--- src/rtl/io_fifo_port.sv ---
// io_fifo_port: FIFO-buffered bridge between the CPU and a UM245R USB FIFO chip.
// Independent TX/RX circular queues plus a strobe-timing FSM toward the device.
module io_fifo_port #(
    parameter int WIDTH         = 8,
    parameter int DEPTH         = 16,
    parameter int STROBE_CYCLES = 2
) (
    input  logic             system_clk,
    input  logic             _MR,
    input  logic             _tx_wr,
    input  logic [WIDTH-1:0] tx_data,
    input  logic             _rx_rd,
    output logic [WIDTH-1:0] rx_data,
    output logic             _flag_do,
    output logic             _flag_di,
    output logic             overflow,
    output logic             underflow,
    output logic [WIDTH-1:0] dev_d_out,
    output logic             dev_d_oe,
    input  logic [WIDTH-1:0] dev_d_in,
    output logic             dev_wr,
    output logic             _dev_rd,
    input  logic             _dev_txe,
    input  logic             _dev_rxf
);

    localparam int IDX_W = $clog2(DEPTH);
    localparam int PTR_W = IDX_W + 1;
    localparam int CNT_W = (STROBE_CYCLES > 1) ? $clog2(STROBE_CYCLES) : 1;
    localparam logic [CNT_W-1:0] CNT_LAST = CNT_W'(STROBE_CYCLES - 1);

    typedef enum logic [2:0] {
        IDLE,
        TX_PULSE,
        TX_END,
        RX_PULSE,
        RX_END
    } state_e;

    // Reset release synchroniser; the FSM only starts once run is high.
    logic [1:0] rst_sync_q, rst_sync_d;
    logic       run;

    logic [WIDTH-1:0] tx_mem [DEPTH];
    logic [WIDTH-1:0] rx_mem [DEPTH];

    logic [PTR_W-1:0] tx_wp_q, tx_wp_d, tx_rp_q, tx_rp_d;
    logic [PTR_W-1:0] rx_wp_q, rx_wp_d, rx_rp_q, rx_rp_d;
    logic             tx_empty, tx_full, rx_empty, rx_full;
    logic             tx_push, tx_pop, rx_push, rx_pop;
    logic [WIDTH-1:0] tx_head, rx_head;

    logic             overflow_q, overflow_d;
    logic             underflow_q, underflow_d;
    logic [WIDTH-1:0] rx_last_q, rx_last_d;
    logic [WIDTH-1:0] rx_cap_q, rx_cap_d;

    state_e           state_q, state_d;
    logic [CNT_W-1:0] cnt_q, cnt_d;
    logic             tx_last_q, tx_last_d;
    logic             tx_elig, rx_elig;

    logic             dev_wr_q, dev_wr_d;
    logic             dev_rd_n_q, dev_rd_n_d;
    logic             dev_d_oe_q, dev_d_oe_d;
    logic [WIDTH-1:0] dev_d_out_q, dev_d_out_d;

    assign rst_sync_d = {rst_sync_q[0], 1'b1};
    assign run        = rst_sync_q[1];

    assign tx_empty = (tx_wp_q == tx_rp_q);
    assign tx_full  = (tx_wp_q[IDX_W-1:0] == tx_rp_q[IDX_W-1:0]) && (tx_wp_q[IDX_W] != tx_rp_q[IDX_W]);
    assign rx_empty = (rx_wp_q == rx_rp_q);
    assign rx_full  = (rx_wp_q[IDX_W-1:0] == rx_rp_q[IDX_W-1:0]) && (rx_wp_q[IDX_W] != rx_rp_q[IDX_W]);

    assign tx_head = tx_mem[tx_rp_q[IDX_W-1:0]];
    assign rx_head = rx_mem[rx_rp_q[IDX_W-1:0]];

    // A pop on an empty queue never happens, so a same-cycle push always wins there.
    assign tx_push = !_tx_wr && !tx_full;
    assign tx_pop  = (state_q == TX_END) && !tx_empty;
    assign rx_push = (state_q == RX_END) && !rx_full;
    assign rx_pop  = !_rx_rd && !rx_empty;

    assign tx_elig = !tx_empty && !_dev_txe;
    assign rx_elig = !rx_full && !_dev_rxf;

    // NOTE: every signal assigned here gets a default first, so no latches are inferred.
    always_comb begin
        tx_wp_d     = tx_wp_q;
        tx_rp_d     = tx_rp_q;
        rx_wp_d     = rx_wp_q;
        rx_rp_d     = rx_rp_q;
        rx_last_d   = rx_last_q;
        overflow_d  = overflow_q | (!_tx_wr && tx_full);
        underflow_d = underflow_q | (!_rx_rd && rx_empty);
        if (tx_push) tx_wp_d = tx_wp_q + PTR_W'(1);
        if (tx_pop)  tx_rp_d = tx_rp_q + PTR_W'(1);
        if (rx_push) rx_wp_d = rx_wp_q + PTR_W'(1);
        if (rx_pop) begin
            rx_rp_d   = rx_rp_q + PTR_W'(1);
            rx_last_d = rx_head;
        end
    end

    always_comb begin
        state_d   = state_q;
        cnt_d     = cnt_q;
        tx_last_d = tx_last_q;
        rx_cap_d  = rx_cap_q;
        unique case (state_q)
            IDLE: begin
                cnt_d = '0;
                if (run) begin
                    // Round-robin when both sides are eligible; tx_last_q resets low so TX goes first.
                    if (tx_elig && (!rx_elig || !tx_last_q)) begin
                        state_d   = TX_PULSE;
                        tx_last_d = 1'b1;
                    end else if (rx_elig) begin
                        state_d   = RX_PULSE;
                        tx_last_d = 1'b0;
                    end
                end
            end
            TX_PULSE: begin
                if (cnt_q == CNT_LAST) state_d = TX_END;
                else                   cnt_d   = cnt_q + CNT_W'(1);
            end
            TX_END:   state_d = IDLE;
            RX_PULSE: begin
                if (cnt_q == CNT_LAST) begin
                    state_d  = RX_END;
                    rx_cap_d = dev_d_in;
                end else begin
                    cnt_d = cnt_q + CNT_W'(1);
                end
            end
            RX_END:   state_d = IDLE;
            default:  state_d = IDLE;
        endcase
    end

    // Device pins are registered copies of the next state, so they change with the state itself.
    always_comb begin
        dev_wr_d    = (state_d == TX_PULSE);
        dev_d_oe_d  = (state_d == TX_PULSE) || (state_d == TX_END);
        dev_rd_n_d  = (state_d != RX_PULSE);
        dev_d_out_d = dev_d_out_q;
        if (state_q == IDLE && state_d == TX_PULSE) dev_d_out_d = tx_head;
    end

    // NOTE: queue storage has no reset; the pointers alone decide which entries are valid.
    always_ff @(posedge system_clk) begin
        if (tx_push) tx_mem[tx_wp_q[IDX_W-1:0]] <= tx_data;
        if (rx_push) rx_mem[rx_wp_q[IDX_W-1:0]] <= rx_cap_q;
    end

    // NOTE: non-blocking assignments so every flop samples pre-edge values.
    always_ff @(posedge system_clk or negedge _MR) begin
        if (!_MR) begin
            rst_sync_q  <= '0;
            tx_wp_q     <= '0;
            tx_rp_q     <= '0;
            rx_wp_q     <= '0;
            rx_rp_q     <= '0;
            overflow_q  <= 1'b0;
            underflow_q <= 1'b0;
            rx_last_q   <= '0;
            rx_cap_q    <= '0;
            state_q     <= IDLE;
            cnt_q       <= '0;
            tx_last_q   <= 1'b0;
            dev_wr_q    <= 1'b0;
            dev_rd_n_q  <= 1'b1;
            dev_d_oe_q  <= 1'b0;
            dev_d_out_q <= '0;
        end else begin
            rst_sync_q  <= rst_sync_d;
            tx_wp_q     <= tx_wp_d;
            tx_rp_q     <= tx_rp_d;
            rx_wp_q     <= rx_wp_d;
            rx_rp_q     <= rx_rp_d;
            overflow_q  <= overflow_d;
            underflow_q <= underflow_d;
            rx_last_q   <= rx_last_d;
            rx_cap_q    <= rx_cap_d;
            state_q     <= state_d;
            cnt_q       <= cnt_d;
            tx_last_q   <= tx_last_d;
            dev_wr_q    <= dev_wr_d;
            dev_rd_n_q  <= dev_rd_n_d;
            dev_d_oe_q  <= dev_d_oe_d;
            dev_d_out_q <= dev_d_out_d;
        end
    end

    assign rx_data   = rx_empty ? rx_last_q : rx_head;
    assign _flag_do  = tx_full;
    assign _flag_di  = rx_empty;
    assign overflow  = overflow_q;
    assign underflow = underflow_q;
    assign dev_wr    = dev_wr_q;
    assign _dev_rd   = dev_rd_n_q;
    assign dev_d_oe  = dev_d_oe_q;
    assign dev_d_out = dev_d_out_q;

endmodule
--- config.mk ---
export PLATFORM = sky130hd
export DESIGN_NAME = io_fifo_port
export DESIGN_NICKNAME = d
export VERILOG_FILES = /design/src/rtl/io_fifo_port.sv
export SDC_FILE = /design/constraint.sdc
export NUM_CORES = 1
export LEC_CHECK = 0
export ABC_AREA = 1
export BUFFER_PORTS_ARGS = -buffer_cell sky130_fd_sc_hd__buf_2
export CAP_MARGIN = 40
export CORE_MARGIN = 2
export CORE_UTILIZATION = 40
export CTS_CLUSTER_SIZE = 12
export DETAILED_ROUTE_END_ITERATION = 16
export PLACE_DENSITY = 0.66
export SYNTH_ARGS = -nofsm -noshare
export SYNTH_HDL_FRONTEND = slang
export SYNTH_SLANG_ARGS = --single-unit
--- constraint.sdc ---
create_clock -name system_clk -period 1.8 [get_ports system_clk]
set_input_delay 0.36 -clock system_clk [delete_from_list [all_inputs] [get_ports system_clk]]
set_output_delay 0.36 -clock system_clk [all_outputs]
set_load 0.01 [all_outputs]
== Word level (Yosys, flattened, before mapping) ==
Memory sizes are Yosys's and may differ from the RTL's. A register that Yosys moved wholly into a read port is not among the register bits.
Index checks and enable logic that the tools add are counted.
Cells by class
  bitwise gates (word level): 2
  reduce and logical (&&, ||, !) cells: 31
  eq/ne operators: 13
  add/subtract/negate cells: 5
  multiplexer cells: 15
Operator list (count)
  adder 5 x 1 -> 5 bit, second input constant: 4
  two-way mux 3 bit: 5
  logical AND 1 bit: 12
  zero test 1 bit: 11
  equality test 5 bit: 2
  equality test 3 x 2 -> 1 bit, second input constant: 3
  case mux 3 bit (3 select lines): 1
  equality test 4 bit: 2
  two-way mux 8 bit: 1
  two-way mux 1 bit: 7
  equality test 3 x 1 -> 1 bit, second input constant: 2
  nonzero test 2 bit: 2
  equality test 3 bit, second input constant: 1
  zero test 3 bit: 1
  != test 3 x 2 -> 1 bit, second input constant: 1
  AND reduction 3 bit: 1
  logical OR 1 bit: 2
  != test 1 bit: 2
  OR 1 bit: 2
  case mux 1 bit (2 select lines): 1
  AND reduction 2 bit: 1
  OR reduction 2 bit: 1
  adder 1 bit, second input constant: 1
Storage, ports and cells
  register bits: 48
  RAM bits: 256
  input bits: 22
  output and inout bits: 23
  memories: 2
Memory list
  rx_mem: depth 16, bits a word 8, read ports 1, clocked after Yosys merged registers in 0, write ports 1, RTL line 45  | logic [WIDTH-1:0] rx_mem [DEPTH];
  tx_mem: depth 16, bits a word 8, read ports 1, clocked after Yosys merged registers in 1, write ports 1, RTL line 44  | logic [WIDTH-1:0] tx_mem [DEPTH];

== Depth between registers and ports, before layout ==
  depth after elaboration: 12
  mapped depth: 12
  mapped depth without buffers: 11

== Worst setup path before layout ==
Ideal clock, no wire load.
  path type: register to register
  start: register tx_wp_q[2]
  end: memory tx_mem[3][0] (enable)
  library setup time: 0.370 ns
  cell stages (with the launch flop): 12
  setup slack: -0.104 ns
  arrival time: 1.534 ns
  period minus slack after synthesis: 1.904 ns
  cell sequence: dfrtp_1 -> buf_2 -> inv_1 -> nand2_1 -> nand2_1 -> nor2_2 -> nand2_1 -> or2_4 -> nand2_4 -> nor2_1 -> inv_1 -> nor2_1
Between the ends
  cells in the longest elaborated chain, start to end: 6
Ends and longest elaborated chain
  start, declared: RTL line 47  | logic [PTR_W-1:0] tx_wp_q, tx_wp_d, tx_rp_q, tx_rp_d;
  start signal, assigned: RTL line 179  | tx_wp_q <= tx_wp_d;
  equality test 4 bit: RTL line 72  | assign tx_full = (tx_wp_q[IDX_W-1:0] == tx_rp_q[IDX_W-1:0]) && (tx_wp_q[IDX_W] != tx_rp_q[IDX_W]);
  logical AND 1 bit: RTL line 72
  zero test 1 bit: RTL line 80  | assign tx_push = !_tx_wr && !tx_full;
  logical AND 1 bit: RTL line 80
  two-way mux 1 bit: RTL line 154  | if (tx_push) tx_mem[tx_wp_q[IDX_W-1:0]] <= tx_data;
  two-way mux 1 bit (implied by the code): RTL line 154
  end, declared: RTL line 44
Several ways; a longest one is shown, not always the timed one.

== Worst setup path in the final report ==
  start: register rx_rp_q[0]
  end: output port rx_data[2]
Between the ends
  cells in the longest elaborated chain, start to end: 2
Ends and longest elaborated chain
  start, declared: RTL line 48  | logic [PTR_W-1:0] rx_wp_q, rx_wp_d, rx_rp_q, rx_rp_d;
  start signal, assigned: RTL line 182  | rx_rp_q <= rx_rp_d;
  memory (16 x 8 bit) or equality test 5 bit (tied branches)
  two-way mux 8 bit *: RTL line 197  | assign rx_data = rx_empty ? rx_last_q : rx_head;
  end, declared: RTL line 13  | output logic [WIDTH-1:0] rx_data,
Mark *: on every way between the ends. The rest lies on a longest branch, timed or not.

==> impl_results.md <==
- Run status: complete, but fails checks
- Violated checks: negative setup slack
- Synth area leader: edfxtp_1
- Detailed Route Iter0 Violations: 873
- Vias post-DR: 8831
- Diodes inserted: 0
- Setup Viol. Count Final: 281
- Drt wl/cell: 19.3 µm
- Final WL: 32600 µm
- Switching Share: 37.0%
- Final Hold Vio Count: 0
- Top-area cell type share of the netlist area: 60.1%
- Worst flop-to-flop path startpoint: rx_rp_q[0]$_DFFE_PN0P_
- Pint: 0.0174 W
- Initial Util: 40.6%
- Worst Setup Path Type: register to primary output
- Synthesis-stage register bit count: 312
- Initial DRT Pass Iterations: 5
- First-pass GRT wire length: 49600 µm
- Most common cell after layout, fill and taps aside: edfxtp_1
- Synth area leaders: edfxtp_1 (60%), dfrtp_1 (11%), nor2_1 (6.2%)
- Most used DFF post-synth: edfxtp_1
- Drt via density: 5.23
- Sequential power share: 35.4%
- Most frequent cells in the layout: edfxtp_1 (256), nand2_1 (177), nor2_1 (169), o21ai_0 (102), buf_4 (86)
- Hold Crit Class: input pin to register
- # nets final: 1293
- Clock power share: 24.9%
- P_leak: 6.12 nW
- Synth async-reset ratio: 17.9%
- Total Power: 0.0276 W
- Post-Layout Cell Count: 1687
- Mapped Cells: 1093
- Layout area overhead: 27.0%
- Yosys warning total: 0
- CP Capture Point: rx_data[2]
- Fin Setup TNS: -39.82 ns
- Number of synthesized flops with an enable pin: 256
- Final worst-path setup slack: -0.794 ns
- Worst EP arrival: 2.23 ns
- Register area share after synthesis: 71.0%
- Crit path cell chain: buf_12 -> clkbuf_16 -> o21ai_0 -> o211ai_1 -> nand3_1 -> nand3_1 -> nand2_1 -> nand2_1 -> buf_2
- Unrepaired setup endpoints after global routing: yes
- Slowest cell on crit path: dfrtp_2
- Pre-CTS WS: -0.315 ns
- Critical Path Max Stage Delay: 0.46 ns
- Placed cells: 1600
- Worst Setup End Kind: primary output
- Num rows: 65
- GRT overflow: 0
- End of the worst register-to-register path: rx_mem[15][5]$_DFFE_PP_
- Share of cells above drive strength 1: 26.1%
- Critical path peak fanout: 8
- TritonCTS clock tree: yes
- Rel. slew slack: 46.5%
- Syn Nets: 1125
- Max cap viols: 0
- Unique masters post-synth: 36
- Startpoint Class: register
- Initial antenna violation count: 0
- Worst clock skew: 0.0279 ns
- Die area: 33400 µm²
- Power Density: 1700 nW/µm²
- Number of global-route vias before repair: 8787
- Gate power share: 39.7%
- Final Util: 51.5%
- GRT Total Usage: 19.3%
- # fillers: 2655
- CTS root buf: clkbuf_16
- Number of clock sinks: 312
- Switching Power: 0.0102 W
- Clk_lat worst skew: 0.53 ns
- Fmax: 386 MHz
- Largest net degree at the start of global routing: 48
- H-tree depth: 2
- Final antenna-violating net count: 0
- Worst R2R Path Depth: 13
- Worst vdd ir: 0.000922 V
- Clk buf depth: 3
- I/O Pins: 45
- Buffers added on ports: 44
- Core Area: 31600 µm²
- Synthesized area per cell: 11.7 µm²
- Flop2flop setup slack: -0.25 ns
- Required @ worst endpoint: 1.44 ns
- Final slew viol count: 0
- Routability cong.: 0.838
- # DRC: 0
- Die width: 183 µm
- Synthesized cell area: 12800 µm²
- TritonCTS buffer count: 35
- Die Y: 183 µm
- Period utilization: 144%
- Least-Margin Pin Slew: 0.802 ns
- Period minus WS final: 2.59 ns
- Critical path launch point: rx_rp_q[0]$_DFFE_PN0P_
- Clock transition at path regs: 0.06 ns
- Hpwl dp: 20100 µm
==> power by group through the flow <==
stage                     clock (W)  sequential, W  combinational, W
final                       0.00687        0.00975            0.0110
after global routing        0.00722        0.00985            0.0120
after CTS                   0.00695        0.00972            0.0100
after detailed placement          0        0.00986           0.00924
after global placement            0        0.00982           0.00912
after floorplan                   0        0.00994           0.00522
==> worst max-delay path: cells and delay by family (launching register included) <==
kind,cells,cell delay (ns)
flip-flops,1,0.46
buffers and inverters,3,0.41
AO/OA/AOI/OAI,2,0.40
AND/OR/NAND/NOR,4,0.45
==> repair_timing <==
action,4_1_cts,5_1_grt
gates cloned,0,5
endpoints found under the hold margin,20,0
gates resized for setup,78,95
setup endpoints to repair,282,294
hold buffers,1,0
pin swaps,17,63
buffers inserted,19,11
==> worst min path at each step <==
stage,end,depth (start not counted),start
after floorplan,cnt_q$_DFFE_PN0P_,0,_MR
after global placement,rst_sync_q[1]$_DFF_PN0_,0,rst_sync_q[0]$_DFF_PN0_
after detailed placement,rst_sync_q[1]$_DFF_PN0_,0,rst_sync_q[0]$_DFF_PN0_
after CTS,underflow$_DFF_PN0_,2,_rx_rd
after global routing,underflow$_DFF_PN0_,2,_rx_rd
final,underflow$_DFF_PN0_,2,_rx_rd
==> cell usage after synthesis (2+ instances only) <==
master and n:
a21oi_1 2, nand3_1 36, inv_2 11, o21bai_1 2, edfxtp_1 256, nand2_4 3
nor2_1 210, nor2_2 3, clkbuf_1 18, o22ai_1 33, o21ai_0 130, nand2_2 7
o21ai_1 2, nand3_2 3, xnor2_1 4, clkinv_1 2, buf_2 20, buf_6 3
ha_1 10, xor2_1 13, o211ai_1 32, nand2_1 190, inv_1 32, buf_4 5
dfrtp_1 55
==> state kept, by name, summed over array words and instances, names as in the netlist <==
register,count
_dev_rd,1
cnt_q,1
dev_d_oe,1
dev_d_out,8
dev_wr,1
overflow,1
rst_sync_q,2
rx_cap_q,8
rx_last_q,8
rx_mem,128
rx_rp_q,5
rx_wp_q,5
state_q,3
tx_last_q,1
tx_mem,128
tx_rp_q,5
tx_wp_q,5
underflow,1
==> metrics by stage <==
step                area (µm²)  hold WS [ns]
floorplan                12900        0.0644
global placement         14300         0.337
detailed placement       14300         0.350
CTS                      15900        0.0267
global route             16300        0.0559
finish                   16300        0.0426
==> logic make-up (layout without fill, tap and decap cells) <==
kind of cell	after synthesis	count (layout)	share of synthesized area, %
AOI/OAI and AO/OA	202	202	8.92
xor gates and xnor gates	18	18	1.29
adders and majority gates	10	10	0.978
buffers and inverters	92	284	3.24
DFF	312	312	71.0
other	1	1	0.0293
and+or+nand+nor	458	458	14.5
==> layout make-up <==
type                       instances  area (µm²)  share of cell area [%]
tap                              402         503                    3.09
sequential                       312        9090                    55.9
multi-input combinational        689        3770                    23.2
clock inverter                    13         136                   0.839
timing repair buffer             177        1570                    9.67
clock buffer                      48         966                    5.94
inverter                          46         215                    1.32
==> routing by layer <==
metal	up-vias	routed length, µm	track usage [%]
met5	-	0	0
met4	0	695	5.38
met3	65	2060	2.86
met2	321	16000	32.0
met1	4288	13800	26.6
li1	4157	-	-
(Power assumes the default switching activity.)
